File: src/rtl/alert_handler_class_sched.sv
// Alert class scheduler: per-class saturating trigger counters with a
// round-robin service request/acknowledge handshake toward escalation.
module alert_handler_class_sched #(
    parameter int unsigned NClasses = 4,
    parameter int unsigned CntW     = 16
) (
    input  logic                        clk_i,
    input  logic                        rst_i,
    input  logic [NClasses-1:0]         class_trig_i,
    input  logic [NClasses-1:0]         class_en_i,
    input  logic [NClasses-1:0]         clr_i,
    output logic                        svc_req_o,
    output logic [$clog2(NClasses)-1:0] svc_class_o,
    output logic [CntW-1:0]             svc_cnt_o,
    input  logic                        svc_ack_i,
    output logic [NClasses-1:0]         pending_o,
    output logic [NClasses-1:0]         overflow_o
);

    localparam int unsigned     IdxW   = $clog2(NClasses);
    localparam logic [CntW-1:0] CntMax = '1;

    typedef enum logic {
        IDLE,
        REQ
    } state_e;

    state_e                state_q, state_d;
    logic [CntW-1:0]       cnt_q [NClasses];
    logic [IdxW-1:0]       rr_ptr_q;
    logic [NClasses-1:0]   inc;
    logic [NClasses-1:0]   eligible;
    logic [NClasses-1:0]   others;
    logic                  ack_fire;
    logic                  drop;
    logic                  load_grant;
    logic [IdxW-1:0]       next_ptr;
    logic [NClasses-1:0]   search_vec;
    logic [IdxW-1:0]       search_start;
    logic [IdxW-1:0]       grant_idx;
    logic                  search_found;

    // Successor index with wrap from NClasses-1 back to 0
    function automatic logic [IdxW-1:0] wrap_inc(input logic [IdxW-1:0] i);
        if (i == IdxW'(NClasses - 1)) begin
            return '0;
        end
        return i + 1'b1;
    endfunction

    // Pending flags straight from the counter registers
    always_comb begin
        pending_o = '0;
        for (int unsigned k = 0; k < NClasses; k++) begin
            pending_o[k] = (cnt_q[k] != '0);
        end
    end

    // Handshake qualifiers; a class being cleared this cycle is not offered,
    // so a grant never snapshots a count that is about to vanish
    always_comb begin
        inc                   = class_trig_i & class_en_i;
        eligible              = pending_o & ~clr_i;
        others                = eligible;
        others[svc_class_o]   = 1'b0;
        ack_fire              = (state_q == REQ) && svc_ack_i;
        drop                  = (state_q == REQ) && !svc_ack_i && clr_i[svc_class_o];
        next_ptr              = wrap_inc(svc_class_o);
    end

    // State register
    always_ff @(posedge clk_i or posedge rst_i) begin
        if (rst_i) begin
            state_q <= IDLE;
        end else begin
            state_q <= state_d;
        end
    end

    // Next-state and grant selection control
    always_comb begin
        state_d      = state_q;
        load_grant   = 1'b0;
        search_vec   = eligible;
        search_start = rr_ptr_q;
        unique case (state_q)
            IDLE: begin
                if (|eligible) begin
                    state_d    = REQ;
                    load_grant = 1'b1;
                end
            end
            REQ: begin
                if (ack_fire) begin
                    search_vec   = others;
                    search_start = next_ptr;
                    if (|others) begin
                        load_grant = 1'b1;
                    end else begin
                        state_d = IDLE;
                    end
                end else if (drop) begin
                    state_d = IDLE;
                end
            end
            default: state_d = IDLE;
        endcase
    end

    // Outputs decoded from state
    always_comb begin
        svc_req_o = (state_q == REQ);
    end

    // Round-robin search: first set bit of search_vec at or after search_start
    always_comb begin
        int unsigned idx;
        idx          = 0;
        grant_idx    = '0;
        search_found = 1'b0;
        for (int unsigned i = 0; i < NClasses; i++) begin
            idx = 32'(search_start) + i;
            if (idx >= NClasses) begin
                idx = idx - NClasses;
            end
            if (!search_found && search_vec[idx[IdxW-1:0]]) begin
                search_found = 1'b1;
                grant_idx    = idx[IdxW-1:0];
            end
        end
    end

    // Per-class counters and sticky overflow; clear dominates, and the ack
    // path subtracts the serviced snapshot while keeping concurrent triggers
    always_ff @(posedge clk_i or posedge rst_i) begin
        if (rst_i) begin
            for (int unsigned k = 0; k < NClasses; k++) begin
                cnt_q[k] <= '0;
            end
            overflow_o <= '0;
        end else begin
            for (int unsigned k = 0; k < NClasses; k++) begin
                if (clr_i[k]) begin
                    cnt_q[k]      <= '0;
                    overflow_o[k] <= 1'b0;
                end else if (ack_fire && (svc_class_o == IdxW'(k))) begin
                    cnt_q[k] <= cnt_q[k] - svc_cnt_o + CntW'(inc[k]);
                end else if (inc[k]) begin
                    if (cnt_q[k] == CntMax) begin
                        overflow_o[k] <= 1'b1;
                    end else begin
                        cnt_q[k] <= cnt_q[k] + 1'b1;
                    end
                end
            end
        end
    end

    // Round-robin pointer and grant snapshot registers
    always_ff @(posedge clk_i or posedge rst_i) begin
        if (rst_i) begin
            rr_ptr_q    <= '0;
            svc_class_o <= '0;
            svc_cnt_o   <= '0;
        end else begin
            if (ack_fire) begin
                rr_ptr_q <= next_ptr;
            end
            if (load_grant) begin
                svc_class_o <= grant_idx;
                svc_cnt_o   <= cnt_q[grant_idx];
            end
        end
    end

endmodule
File: config.mk
export PLATFORM = sky130hd
export DESIGN_NAME = alert_handler_class_sched
export DESIGN_NICKNAME = d
export VERILOG_FILES = /design/src/rtl/alert_handler_class_sched.sv
export SDC_FILE = /design/constraint.sdc
export NUM_CORES = 1
export LEC_CHECK = 0
export ABC_CLOCK_PERIOD_IN_PS = 4600
export CAP_MARGIN = 5
export CORE_AREA = 2 2 187 189
export DETAILED_ROUTE_END_ITERATION = 6
export DIE_AREA = 0 0 189 191
export DONT_BUFFER_PORTS = 1
export SLEW_MARGIN = 20
export SYNTH_ARGS = -nofsm -noshare
export SYNTH_HDL_FRONTEND = slang
export SYNTH_SLANG_ARGS = --single-unit
File: constraint.sdc
create_clock -name clk_i -period 4.6 [get_ports clk_i]
set_clock_uncertainty 0.1 [all_clocks]
set_input_delay 0.69 -clock clk_i [delete_from_list [all_inputs] [get_ports clk_i]]
set_output_delay 0.69 -clock clk_i [all_outputs]
set_load 0.005 [all_outputs]
Word level (Yosys, flattened, before mapping)
Cells that the tools add are included.
{ "word_totals": {"output_inout_bits": 27, "latchBits": 0, "mem_bits_ro": 0, "mem_bits_rw": 0, "reg_bits": 89, "mem_count": 0} }
{ "op_classes": {"n_reduce_logical": 42, "n_eq_ne": 15, "mul": 0, "bitwise_logic": 7, "add_sub_neg": 20, "muxes": 72, "shift": 0, "div_mod_pow": 0, "order_cmp": 11} }
{ "op_table": {"columns": ["op", "count"], "rows": [
  ["16-bit 2-to-1 mux", 18],
  ["16-bit by 1-bit adder with 16-bit output", 4],
  ["16-bit by 1-bit adder with 16-bit output (second input constant)", 4],
  ["16-bit equality test (second input constant)", 4],
  ["16-bit nonzero test", 4],
  ["16-bit subtractor", 4],
  ["16-bit binary-select mux with 2-bit select", 1],
  ["1-bit 2-to-1 mux", 31],
  ["2-bit 2-to-1 mux", 12],
  ["2-bit nonzero test", 8],
  ["2-bit by 3-bit less-than comparator with 1-bit output (second input constant)", 5],
  ["4-bit bitwise AND", 3],
  ["3-bit greater-or-equal comparator (second input constant)", 4],
  ["3-bit inequality test (second input constant)", 4],
  ["3-bit AND reduction", 4],
  ["3-bit nonzero test", 4],
  ["1-bit logical AND", 11],
  ["1-bit binary-select mux with 2-bit select", 5],
  ["4-bit 2-to-1 mux", 2],
  ["2-bit inequality test (second input constant)", 4],
  ["4-bit NOT", 2],
  ["2-bit AND reduction", 4],
  ["4-bit OR reduction", 2],
  ["2-bit by 1-bit subtractor with 2-bit output (second input constant)", 4],
  ["13 further kinds", 19]
]} }

Depth between registers and ports, before layout
Gate-level depths: netlist of run 1.
{ "depth": {"depth_word": 24, "depth_mapped": 14, "depth_no_buf": 14} }

Worst setup path before layout of run 1
No wires, ideal clock.
{ "synth_path": {"path_type": "input-to-reg", "from": "input port class_trig_i[1]", "to": "register cnt_q[46] (netlist bit)", "stages": 13, "required_ns": 4.406, "setup_slack_ns": 1.141, "setup_ns": 0.094, "t_arrival_ns": 3.265, "path_cell_list": "nand2_1 -> ha_1 -> inv_1 -> ha_1 -> fa_1 -> a21o_1 -> a21oi_1 -> o21ai_0 -> o41ai_1 -> o21ai_0 -> o41ai_1 -> xor2_1 -> a211oi_1"} }
{ "synth_between": {"elab_chain_cells": 4, "elab_cells_between_ends": 6, "cone_classes": "add/sub (1); mux (2); bitwise (1); reduce/logical (2)"} }
{ "synth_lines": {"columns": ["item", "line_no", "rtl"], "rows": [
  ["from (decl)", "9", "input logic [NClasses-1:0] class_trig_i,"],
  ["4-bit bitwise AND *", "62", "inc = class_trig_i & class_en_i;"],
  ["16-bit by 1-bit adder with 16-bit output", "147", "cnt_q[k] <= cnt_q[k] - svc_cnt_o + CntW'(inc[k]);"],
  ["16-bit 2-to-1 mux", "146", "end else if (ack_fire && (svc_class_o == IdxW'(k))) begin"],
  ["16-bit 2-to-1 mux", "143", "if (clr_i[k]) begin"],
  ["to (signal, indexed assignment)", "147", null],
  ["to (signal, indexed assignment)", "152", "cnt_q[k] <= cnt_q[k] + 1'b1;"],
  ["to (decl)", "29", "logic [CntW-1:0] cnt_q [NClasses];"]
]} }
Mark *: on every way between the ends. The rest lies on a longest branch, timed or not.
A chain may end at the register's enable or synchronous reset.

Worst setup path in the final report of run 1
{ "layout_path": {"from": "register cnt_q[1] (netlist bit)", "to": "register svc_cnt_o[12]"} }
{ "layout_between": {"elab_chain_cells": 21, "elab_cells_between_ends": 36, "cone_classes": "mux (24); bitwise (3); reduce/logical (9)"} }
{ "layout_lines": {"columns": ["item", "line_no", "rtl"], "rows": [
  ["16-bit nonzero test *", "55", "pending_o[k] = (cnt_q[k] != '0);"],
  ["net pending_o[3]", "16", "output logic [NClasses-1:0] pending_o,"],
  ["4-bit bitwise AND *", "63", "eligible = pending_o & ~clr_i;"],
  ["4-bit bitwise AND (no source line)", null, null],
  ["4-bit 2-to-1 mux", "94", "if (ack_fire) begin"],
  ["4-bit 2-to-1 mux", "86", "unique case (state_q)"],
  ["1-bit binary-select mux with 2-bit select", "126", "if (!search_found && search_vec[idx[IdxW-1:0]]) begin"],
  ["1-bit 2-to-1 mux (not written as such)", "126", null],
  ["[5 not listed]", null, null],
  ["1-bit logical AND", "126", null],
  ["1-bit 2-to-1 mux", "126", null],
  ["1-bit zero test", "126", null],
  ["1-bit logical AND", "126", null],
  ["2-bit 2-to-1 mux", "126", null],
  ["2-bit NOT with 3-bit output (not written as such)", "171", "svc_cnt_o <= cnt_q[grant_idx];"],
  ["16-bit binary-select mux with 2-bit select", "171", null],
  ["16-bit 2-to-1 mux (not written as such) (2 in a row)", "171", null],
  ["to (signal assigned)", "171", null],
  ["to (decl)", "14", "output logic [CntW-1:0] svc_cnt_o,"]
]} }
Mark *: on every way through the listed nets, which the timed path passes. The rest lies on a longest branch. The select of a mux whose other input is x is not followed.

==> metrics.txt, run 1 <==
remaining global-route overflow 0; Routability Congestion between 0.8 and 0.9; Max Cap Viol 0; clock-pin slew on the worst setup and hold paths approximately 0.08 ns; Yosys top cell by area dfrtp_1; TritonCTS buffer count 9; WP data required 4.69 ns; Detail Route Antenna Nets 0; IO Pins 42; post-route minimum period about 3.7 ns; Fin Setup TNS 0 ns; Synth Register Bits 89; # H-tree levels 3; Post-synth EDFFs 0; CTS Root Buffer Type clkbuf_16; status finished clean; DRT iter0 DRCs roughly 500; core area between 30000 and 40000 µm²; chip height 191 µm; Yosys cell types 73; P&R area growth vs syn 8.59%; Final #Nets roughly 1.2k; Top FF cell, synth dfrtp_1; antenna diode instance count 0; I/O Buffers 0; vias in the first global route approximately 7.5k; antenna violations before repair 0; Worst Path Class, Setup flip-flop to flip-flop; share of flip-flops with an asynchronous set or reset 100%; Total Routing Usage GR between 10% and 20%; Initial Util approximately a quarter; post-synth top area share approximately 25%; final worst-path cycle share around four fifths; total vias in the final route around 7.9k; Post-Syn Instances 1051; Seq/Total Area, Yosys 24.6%; Syn. warnings 0; Initial DRT Pass Iterations 5; fraction of layout cells with a size suffix above 1 5.19%; drt via density around 5.3; Final Hold Viols 0; Syn Nets 1202; drt wl/cell between 15 and 20 µm; Chip Width between 150 and 200 µm; CTS Hold Buffers Added 0; Worst Path Arrival around 3.8 ns; FMAX 267 MHz; Die ar. roughly 36000 µm²; Clock Path Buffers 2; Mean Syn Cell Area around 8.6 µm²; DRC viols 0; Skew-Pair Late Insertion Delay ~0.37 ns; worst hold path class primary input to async pin; CTS tree done; Setup Viol. Count Final 0; largest fanout on the critical path 36; first-pass GRT wire length about 44000 µm; post-CTS sizing 0; clk sinks 89; Row Count around 70; Final Util between 20 and 30%; RSZ-0062 raised after global routing no; Post-DP HPWL 20800 µm; fin. max-slew vios 0; pwr dens roughly 800 nW/µm²; worst-margin pin slew between 0.9 and 1 ns; largest net degree at the start of global routing 72; Peak supply drop approximately 0.28 mV; leak pwr approximately 4.1 nW; CP Capture Type flip-flop; startpoint type of the worst setup path flip-flop; Rel. slew slack 33.4%; # Post-CTS Setup Buffers 0; DRT Wirelength around 28000 µm; cell area after synthesis a little over 9000 µm²; Synth area leaders dfrtp_1 25%, ha_1 18%, xnor2_1 5.7%, xor2_1 5.3%, nor2_1 4.6%
[final timing paths]
path,cells past startpoint,start,end,slack [ns]
max in group asynchronous,3,rst_i,cnt_q[63],3.35
worst min-delay path,1,rst_i,overflow_o[3],0.08
min in group clk_i,1,clr_i[1],cnt_q[45],0.28
worst max register to register,10,cnt_q[1],svc_cnt_o[12],0.85
worst max-delay path,10,cnt_q[1],svc_cnt_o[12],0.85
worst min register to register,2,overflow_o[3],overflow_o[3],0.43
[cells in the final DEF, fill, tap and decap left out, types with 3 or more instances in the layout]
cell and count:
mux2i_1 33, ha_1 132, dfrtp_1 89, nand3_1 36, or3_1 23, o31ai_1 3
buf_4 10, a31oi_1 5, o211ai_1 13, a21o_1 17, o21ai_0 24, xnor2_1 59
nand2b_1 8, o41ai_1 4, fa_1 4, nand4_1 22, or2_2 4, nor4b_1 3
o211ai_2 6, o22ai_1 14, o2111ai_1 3, nor2b_1 4, nor4_1 12, and4_1 7
o21bai_1 4, a21oi_1 47, o21a_1 5, nor3_1 24, inv_1 53, nand2_1 77
nor2_1 112, xor2_1 55, a41oi_1 7, and3_1 11, a211oi_1 54, clkbuf_16 9
[critical path, cell delays in order (launching register included)]
cell and delay, ns:
dfrtp_1 0.51, inv_1 0.10, ha_1 0.20, nor4b_1 0.29, nand4_1 0.30, nor2b_1 0.26, nor4b_1 0.31, o22a_1 0.19
buf_4 0.32, nand2b_1 0.73, o211ai_1 0.25
[per-layer routing]
metal  global-route usage, %  vias up  wire length, µm
li1                        -     3825                -
met1                    21.4     3776            13200
met2                    24.5      247            12500
met3                    3.51       23             2010
met4                    4.12        0              376
met5                       0        -                0
[per-stage QoR]
step	area [µm²]	power [mW]	setup slack, ns	hold WS, ns	std cells
after CTS	9820	7.78	0.907	0.269	1495
after floorplan	9070	5.79	1.14	0.386	1051
after global routing	9850	8.51	0.692	0.0991	1496
after detailed placement	9530	6.96	0.788	0.428	1479
after global placement	9530	6.92	0.905	0.405	1479
final	9850	7.82	0.855	0.0835	1496
[kinds of logic after synthesis]
family	Yosys count	synth area share [%]
XOR/XNOR	114	11.0
adder cells (fa/ha/maj)	136	19.1
multiplexers	36	4.14
AO/OA/AOI/OAI	228	17.7
buffers and inverters	92	4.39
AND/OR/NAND/NOR	356	19.1
flip-flops	89	24.6
[Yosys cell counts (all sizes together), types with 24 or more instances]
library cell and count:
xnor2 59, nand3 36, a211oi 54, dfrtp 89, ha 132, nor2 112
xor2 55, inv 55, o21ai 25, nand2 78, mux2i 33, nor3 24
a21oi 48
[sequential cells by signal (all words and copies together) (netlist names)]
signal / count
cnt_q: 64
overflow_o: 4
rr_ptr_q: 2
svc_class_o: 2
svc_cnt_o: 16
svc_req_o: 1
[power by group]
part | total (mW) | switching [mW] | internal [mW]
sequential | 1.36 | 0.398 | 0.965
clock | 0.769 | 0.380 | 0.389
combinational | 5.69 | 3.19 | 2.50
[layout make-up]
class	instances	area, µm²
fill	3598	24300
multi-input combinational	870	6450
sequential	89	2230
tap	455	569
clock buffer	10	239
inverter	55	209
timing repair buffer	11	103
clock inverter	6	50.0
(Power assumes the default switching activity.)
==> run 2: changes to the inputs <==
--- a/config.mk
+++ b/config.mk
@@ -5,7 +5,7 @@
 export SDC_FILE = /design/constraint.sdc
 export NUM_CORES = 1
 export LEC_CHECK = 0
-export ABC_CLOCK_PERIOD_IN_PS = 4600
+export ABC_CLOCK_PERIOD_IN_PS = 3150
 export CAP_MARGIN = 5
 export CORE_AREA = 2 2 187 189
 export DETAILED_ROUTE_END_ITERATION = 6
==> constraint.sdc (replaced) <==
create_clock -name clk_i -period 3.15 [get_ports clk_i]
set_clock_uncertainty 0.1 [all_clocks]
set_input_delay 0.4725 -clock clk_i [delete_from_list [all_inputs] [get_ports clk_i]]
set_output_delay 0.4725 -clock clk_i [all_outputs]
set_load 0.005 [all_outputs]
==> run 2 against run 1 <==
Against the previous run: critical endpoint is now cnt_q[63]; critical path depth grew 4; largest power group unchanged; worst hold slack lost 0.019 ns; cell area is 15% higher; non-clock buffer count is 147 higher.
==> metrics.txt, run 2 (synthesized netlist as in run 1, its figures left out) <==
pwr dens 1240 nW/µm² (was 794 nW/µm²); I/O Buffers 0 (unchanged); WP data required 3.28 ns (was 4.69 ns); TritonCTS buffer count 9 (unchanged); Final #Nets 1334 (was 1187); Setup Viol. Count Final 0 (unchanged); DRT Wirelength 30200 µm (was 28100 µm); antenna diode instance count 0 (unchanged); Routability Congestion 0.894 (was 0.874); Peak supply drop 0.440 mV (was 0.283 mV); DRC viols 0 (unchanged); Detail Route Antenna Nets 0 (unchanged); Fin Setup TNS 0 ns (unchanged); Worst Path Class, Setup flip-flop to flip-flop (unchanged); setup slack, reg-to-reg 0.03 ns (was 0.85 ns); Filler cells 3486 (was 3598); Regs by FF count cnt_q (64), svc_cnt_o (16), overflow_o (4) (unchanged); post-route cell area 11400 µm² (was 9850 µm²); most common cell after layout, fill and taps aside buf_4 (was ha_1); CTS Root Buffer Type clkbuf_16 (unchanged); Clock Path Buffers 2 (unchanged); worst-margin pin slew 0.738 ns (was 0.985 ns); clock-pin slew on the worst setup and hold paths 0.07 ns (was 0.08 ns); clk sinks 89 (unchanged); largest fanout on the critical path 4 (was 36); P&R area growth vs syn 25.4% (was 8.59%); Max Cap Viol 0 (unchanged); Total Routing Usage GR 16.5% (was 15.6%); FMAX 320 MHz (was 267 MHz); startpoint type of the worst setup path flip-flop (unchanged); IO Pins 42 (unchanged); post-route minimum period 3.12 ns (was 3.75 ns); Top reg by flops cnt_q (unchanged); RSZ-0062 raised after global routing yes (was no); Row Count 68 (unchanged); worst hold path class primary input to flip-flop (was primary input to async pin); most frequent cells in the layout 151 x buf_4, 124 x ha_1, 112 x nor2_1 (was 132 x ha_1, 112 x nor2_1, 89 x dfrtp_1); Skew-Pair Late Insertion Delay 0.36 ns (was 0.37 ns); Post-DP HPWL 23000 µm (was 20800 µm); DRT iter0 DRCs 747 (was 514); max reg flops 64 (unchanged); Die ar. 36100 µm² (unchanged); Worst Path Arrival 3.26 ns (was 3.84 ns); CP Capture Type flip-flop (unchanged); # H-tree levels 3 (unchanged); total vias in the final route 8584 (was 7871); drt wl/cell 18.4 µm (was 18.8 µm); chip height 191 µm (unchanged); remaining global-route overflow 0 (unchanged); Initial DRT Pass Iterations 5 (unchanged); antenna violations before repair 0 (unchanged); status finished clean (unchanged); fraction of layout cells with a size suffix above 1 21.7% (was 5.19%); leak pwr 4.86 nW (was 4.07 nW); final worst-path cycle share 99.2% (was 81.4%); drt via density 5.23 (was 5.26); core area 34100 µm² (unchanged); first-pass GRT wire length 47000 µm (was 43800 µm); Chip Width 189 µm (unchanged); Initial Util 26.6% (unchanged); Rel. slew slack 50.6% (was 33.4%); largest net degree at the start of global routing 40 (was 72); fin. max-slew vios 0 (unchanged); CTS tree done (unchanged); vias in the first global route 8359 (was 7509); Area after DPL 10600 µm² (was 9530 µm²); Final Hold Viols 0 (unchanged)
run 2: cell types whose count changed in the layout (fill, tap and decap cells not counted), sizes merged:
cell / delta
clkinvlp: +1
inv: -2
clkinv: -1
clkbuf: +1
bufinv: +1
buf: +145
dlygate4sd3: +1
run 2: worst max-delay path, stage by stage, from the launching register on:
cell,delay (ns)
dfrtp_2,0.49
buf_6,0.17
ha_4,0.27
inv_4,0.04
ha_4,0.16
buf_4,0.12
buf_4,0.13
a211oi_2,0.27
o211ai_1,0.19
a211oi_2,0.34
o41ai_2,0.12
a21o_1,0.20
a21o_1,0.18
xnor2_1,0.14
o22ai_1,0.09
run 2: where the power goes:
group	switching, mW	internal (mW)
clock network	0.521	0.611
registers	0.306	1.41
logic	5.74	5.48
run 2: repair_timing:
| action | CTS | global route |
|---|---|---|
| endpoints found under the setup margin | 13 | 34 |
| resized for setup | 23 | 50 |
| endpoints found under the hold margin | 36 | 0 |
| gates cloned | 0 | 1 |
| hold buffers | 1 | 0 |
| setup buffers | 3 | 10 |
| pin swaps | 11 | 50 |
run 2: final cells by class:
type	count	area [µm²]	share of cell area, %
clock inverter	5	57.6	0.506
clock buffer	10	229	2.01
sequential	89	2230	19.6
multi-input combinational	870	6820	59.9
inverter	55	211	1.86
tap	455	569	5.01
timing repair buffer	158	1260	11.1
run 2: final timing paths:
kind / endpoint / depth (start not counted) / from
max in group asynchronous: cnt_q[22] / 3 / rst_i
worst max-delay path: cnt_q[63] / 14 / svc_cnt_o[0]
worst min register to register: overflow_o[3] / 2 / overflow_o[3]
worst max register to register: cnt_q[63] / 14 / svc_cnt_o[0]
worst min-delay path: cnt_q[62] / 1 / clr_i[0]
min in group asynchronous: cnt_q[13] / 2 / rst_i
run 2: metrics by stage:
| step | setup slack, ns | utilization (%) | power, mW | hold WS (ns) | cells |
|---|---|---|---|---|---|
| global route | -0.129 | 33.3 | 15.2 | 0.0581 | 1642 |
| CTS | -0.0182 | 32.3 | 13.2 | 0.0652 | 1632 |
| floorplan | -0.00556 | - | 8.52 | 0.386 | 1051 |
| detailed placement | -0.238 | 31.1 | 11.6 | 0.345 | 1613 |
| finish | 0.0255 | 33.3 | 14.1 | 0.0647 | 1642 |
| global placement | -0.127 | 31.1 | 11.5 | 0.345 | 1613 |
run 2: layer usage:
| layer | part of all wire [%] | track usage [%] | wire [µm] | vias up |
|---|---|---|---|---|
| met4 | 2.2 | 4.12 | 677 | 0 |
| met5 | 0 | 0 | 0 | - |
| li1 | - | - | - | 4129 |
| met1 | 46 | 22.6 | 13700 | 4166 |
| met3 | 5.7 | 2.94 | 1730 | 52 |
| met2 | 46 | 26.9 | 14000 | 237 |
